--- src/rtl/instr_fetch_queue.sv ---
// Instruction prefetch queue: fetch, drain and halt sequencing over a small FIFO.
// Optional IFQ_NOP_FILTER_EN drops opcode-0000 words at fetch instead of queueing them.
module instr_fetch_queue #(
  parameter int DEPTH   = 4,
  parameter int LAST_PC = 15
) (
  input  logic       clk,
  input  logic       rst,
  output logic [3:0] imem_addr,
  input  logic [9:0] imem_data,
  input  logic       stall,
  input  logic       redirect,
  input  logic [3:0] redirect_pc,
  output logic [9:0] ir,
  output logic [3:0] ir_pc,
  output logic       ir_valid,
  output logic       halted
);

  localparam int AW = $clog2(DEPTH);
  localparam logic [1:0] S_FETCH = 2'd0;
  localparam logic [1:0] S_DRAIN = 2'd1;
  localparam logic [1:0] S_HALT  = 2'd2;
  localparam logic [3:0] LAST = 4'(LAST_PC);
  localparam logic [AW:0] FULL = (AW+1)'(DEPTH);

  logic [13:0]   mem_q [DEPTH];
  logic [AW-1:0] rptr_q, rptr_d;
  logic [AW-1:0] wptr_q, wptr_d;
  logic [AW:0]   cnt_q, cnt_d;
  logic [3:0]    pc_q, pc_d;
  logic [1:0]    st_q, st_d;
  logic          pop, push, adv, nop;
  logic [4:0]    rd_diff;

  assign ir_valid  = (cnt_q != '0);
  assign ir        = ir_valid ? mem_q[rptr_q][13:4] : '0;
  assign ir_pc     = ir_valid ? mem_q[rptr_q][3:0] : '0;
  assign halted    = (st_q == S_HALT);
  assign imem_addr = pc_q;

  // Borrow out means redirect_pc lies beyond the last fetchable address
  assign rd_diff = 5'(LAST_PC) - {1'b0, redirect_pc};

  always_comb begin
    nop = 1'b0;
`ifdef IFQ_NOP_FILTER_EN
    nop = (imem_data[9:6] == 4'd0);
`endif
    pop  = ir_valid && !stall && !redirect;
    push = (st_q == S_FETCH) && !redirect && !nop
           && ((cnt_q != FULL) || pop);
    adv  = push || ((st_q == S_FETCH) && !redirect && nop);
  end

  always_comb begin
    rptr_d = rptr_q;
    wptr_d = wptr_q;
    cnt_d  = cnt_q;
    pc_d   = pc_q;
    st_d   = st_q;
    if (redirect) begin
      rptr_d = '0;
      wptr_d = '0;
      cnt_d  = '0;
      pc_d   = redirect_pc;
      st_d   = rd_diff[4] ? S_DRAIN : S_FETCH;
    end else begin
      if (pop)  rptr_d = rptr_q + 1'b1;
      if (push) wptr_d = wptr_q + 1'b1;
      if (push && !pop)      cnt_d = cnt_q + 1'b1;
      else if (pop && !push) cnt_d = cnt_q - 1'b1;
      // The last address is fetched once; the PC then parks there
      if (adv) begin
        if (pc_q == LAST) st_d = S_DRAIN;
        else              pc_d = pc_q + 1'b1;
      end
      if (st_q == S_DRAIN && cnt_q == '0) st_d = S_HALT;
    end
  end

  always_ff @(posedge clk) begin
    if (rst) begin
      rptr_q <= '0;
      wptr_q <= '0;
      cnt_q  <= '0;
      pc_q   <= '0;
      st_q   <= S_FETCH;
    end else begin
      rptr_q <= rptr_d;
      wptr_q <= wptr_d;
      cnt_q  <= cnt_d;
      pc_q   <= pc_d;
      st_q   <= st_d;
    end
  end

  always_ff @(posedge clk) begin
    if (!rst && push) mem_q[wptr_q] <= {imem_data, imem_addr};
  end

endmodule

--- config.mk ---
export PLATFORM = sky130hd
export DESIGN_NAME = instr_fetch_queue
export DESIGN_NICKNAME = d
export VERILOG_FILES = /design/src/rtl/instr_fetch_queue.sv
export SDC_FILE = /design/constraint.sdc
export NUM_CORES = 1
export LEC_CHECK = 0
export BUFFER_PORTS_ARGS = -buffer_cell sky130_fd_sc_hd__buf_2
export CORE_MARGIN = 2
export CORE_UTILIZATION = 56
export CTS_CLUSTER_SIZE = 10
export DETAILED_ROUTE_END_ITERATION = 12
export PLACE_DENSITY = 0.75
export SLEW_MARGIN = 20
export SYNTH_ARGS = -nofsm -noshare
export SYNTH_HDL_FRONTEND = slang
export SYNTH_SLANG_ARGS = --single-unit
--- constraint.sdc ---
create_clock -name clk -period 3.2 [get_ports clk]
set_clock_uncertainty 0.15 [all_clocks]
set_input_delay 0.16 -clock clk [delete_from_list [all_inputs] [get_ports clk]]
set_output_delay 0.16 -clock clk [all_outputs]
set_load 0.005 [all_outputs]
==> flow_metrics.tcl <==
set metrics [dict create \
    status "complete, no violations" \
    worst_slew_pin_slew_ns 0.749 \
    slew_headroom_pct 50.0 \
    crit_path_start_kind "flip-flop" \
    post-route-util_pct 68.9 \
    cts_buffer_depth 2 \
    cts_setup_buffers 0 \
    num_rows 26 \
    r2r_setup_slack_ns 0.66 \
    gr-usage-met1_pct 22.1 \
    port_buffers 37 \
    crit_path_end_kind "flip-flop" \
    worstPathRequired_ns 3.30 \
    drc 0 \
    synth.distinct_cells 31 \
    viasPerCell 5.30 \
    layout_setup_ws_ns 0.662 \
    grt_pass1_vias 1659 \
    cp_cell_sequence "nor3_4 -> nand2_1 -> inv_1 -> ha_1 -> inv_1 -> fa_1 -> xor2_1 -> or3_1 -> a21oi_1" \
    pre_cts_ws_ns 0.707 \
    fin_crit_ns 2.54 \
    r2r-start "st_q[0]" \
    grt_max_degree 18 \
    critical_path_peak_fanout 5 \
    hold_path_class "input pin to flip-flop" \
    yosys_warnings 0 \
    clkTransAtPathRegs_ns 0.07 \
    syn_to_final_growth_pct 20.5 \
    critical-path-max-stage-delay_ns 0.38 \
    r2r-end "cnt_q[2]" \
    core_um2 5040 \
    powerDensity_nw_per_um2 530 \
    antenna_found_initial 0 \
    total_power_w 0.00184 \
    dpl.cell_count 275 \
    rsz0062_at_grt "no" \
    instances_no_fill 306 \
    postSynthCellCount 171 \
    synth-edff-count 56 \
    overflow 0 \
    min_to "imem_addr[2]" \
    p_leak_nw 1.26 \
    synth_seq_cells 71 \
    die_area_um2 5740 \
    firstDrtPassIters 4 \
    grt-busiest-layer "met2" \
    drive_gt1_share_pct 30.1 \
    hold_depth 3 \
    slew_viol_final 0 \
    finalSetupViolations 0 \
    crit_type "flip-flop to flip-flop" \
    async_flop_share_pct 0 \
    syn_area_um2 2880 \
    die_w_um 75.8 \
    cp_slowest_cell "fa_1" \
    ys_seq_area_share_pct 68.7 \
    layout.nets 256 \
    tns_ns 0 \
    ys.flop_type "edfxtp_1" \
    clock_latency_ns 0.33 \
    dp_hpwl_um 3320 \
    grt_first_pass_wirelength_um 7820 \
    finalCritPeriodShare_pct 79.3 \
    arrival_ns 2.64 \
    worstRegToRegCells 9 \
    synth.top_cell.area_share_pct 58.3 \
    cts_buffers 9 \
    cpMostUsedCell "inv_1" \
    grtUsageMet2_pct 33.9 \
    maxCapViolCount 0 \
    place.gp.congestion 0.837 \
    ant_nets 0 \
    synthTopCellsByArea "edfxtp_1, mux4_2, dfxtp_1" \
    crit_family "simple AND/OR/NAND/NOR gates" \
    irDropWorstVdd_v 0.000383 \
    track_usage_pct 19.5 \
    path_buf_inv 2 \
    n_antenna_cell 0 \
    wire_per_inst_um 17.0 \
    cts_tree "yes" \
    cts.sinks 71 \
    avgSynthCellArea_um2 16.9 \
    hold_viol 0 \
    max_freq_mhz 394 \
    fp.dieH_um 75.8 \
    num_vias 1623 \
    ctsResizeCount 0 \
    met3_usage_pct 5.82 \
    finalWirelength_um 5220 \
    drt-initial-drc-count 85 \
    synth_nets 196 \
    num_io_pins 38 \
    cts_root_buf "clkbuf_8" \
    hold_start "redirect" \
    initial_core_util_pct 57.2 \
    htreeDepth 3 \
    synth.largest_area_cell "edfxtp_1" \
]
==> worst max path at each step <==
stage	from	end	slack, ns	cells after the start
finish	st_q[0]	cnt_q[2]	0.66	9
CTS	st_q[0]	cnt_q[2]	0.68	9
floorplan	cnt_q[0]	cnt_q[2]	0.94	8
global placement	cnt_q[0]	cnt_q[2]	0.94	9
global route	cnt_q[1]	cnt_q[2]	0.53	9
detailed placement	st_q[0]	cnt_q[2]	0.71	9
==> what timing repair did <==
item,4_1_cts,5_1_grt
hold endpoints to repair,44,0
setup endpoints to repair,0,0
hold buffers,15,0
==> through the flow <==
| step | hold slack (ns) | area, µm² |
|---|---|---|
| after floorplan | 0.0821 | 2880 |
| after global placement | 0.220 | 3150 |
| after detailed placement | 0.230 | 3150 |
| after CTS | 0.0383 | 3480 |
| after global routing | 0.0524 | 3480 |
| final | 0.0472 | 3480 |
==> cell usage in the layout (no fill, tap or decap), types with 3 or more instances in the layout <==
cell           count
a21oi_1            5
and2_1             4
buf_2             37
clkbuf_8           9
clkinv_1           5
dfxtp_1           15
dlygate4sd3_1     15
edfxtp_1          56
ha_1               6
inv_1              7
mux4_2            14
nand2_1            3
nor2_1            11
nor2b_1           15
o21ai_0            4
xor2_1             4
==> routing by layer <==
metal	wire (µm)	up-vias
met5	0	-
met2	2900	39
met4	59	0
met1	2080	814
met3	186	7
li1	-	763
==> power breakdown <==
part,switching [W],internal (W)
sequential,0.0000173,0.00102
combinational,0.0000810,0.0000807
clock,0.000298,0.000345
total,0.000396,0.00144
==> area by class of cell <==
| type | count | area [µm²] |
|---|---|---|
| Clock buffer | 9 | 124 |
| Sequential cell | 71 | 1980 |
| Multi-Input combinational cell | 88 | 852 |
| Inverter | 7 | 26.3 |
| Fill cell | 330 | 1570 |
| Clock inverter | 7 | 53.8 |
| Tap cell | 70 | 87.6 |
| Timing Repair Buffer | 54 | 350 |
==> cell families after synthesis <==
| logic type | share of synthesized area [%] |
|---|---|
| AOI/OAI and AO/OA | 2.73 |
| xor gates and xnor gates | 1.82 |
| adders and majority gates | 3.30 |
| buffers and inverters | 1.74 |
| DFF | 68.7 |
| muxes | 11.6 |
| and+or+nand+nor | 10.1 |
==> registers in the layout, indices dropped and copies added (netlist names), named ones only <==
| name | count |
|---|---|
| mem_q | 56 |
| imem_addr | 4 |
| cnt_q | 3 |
| rptr_q | 2 |
| st_q | 2 |
| wptr_q | 2 |
==> worst min-delay path: stages <==
cell and delay (ns):
buf_2 0.16, nand3b_1 0.10, o21ai_0 0.07
==> cells in the mapped netlist, drive strengths merged (2+ instances only) <==
cell,number
a211oi,2
a21oi,5
and2,4
buf,2
clkbuf,3
dfxtp,15
edfxtp,56
ha,6
inv,7
mux2i,2
mux4,14
nand2,3
nand3,3
nor2,11
nor2b,15
nor3,2
o21ai,4
or2,2
or3,3
xnor2,2
xor2,4
Power figures use the tool's default switching activity.
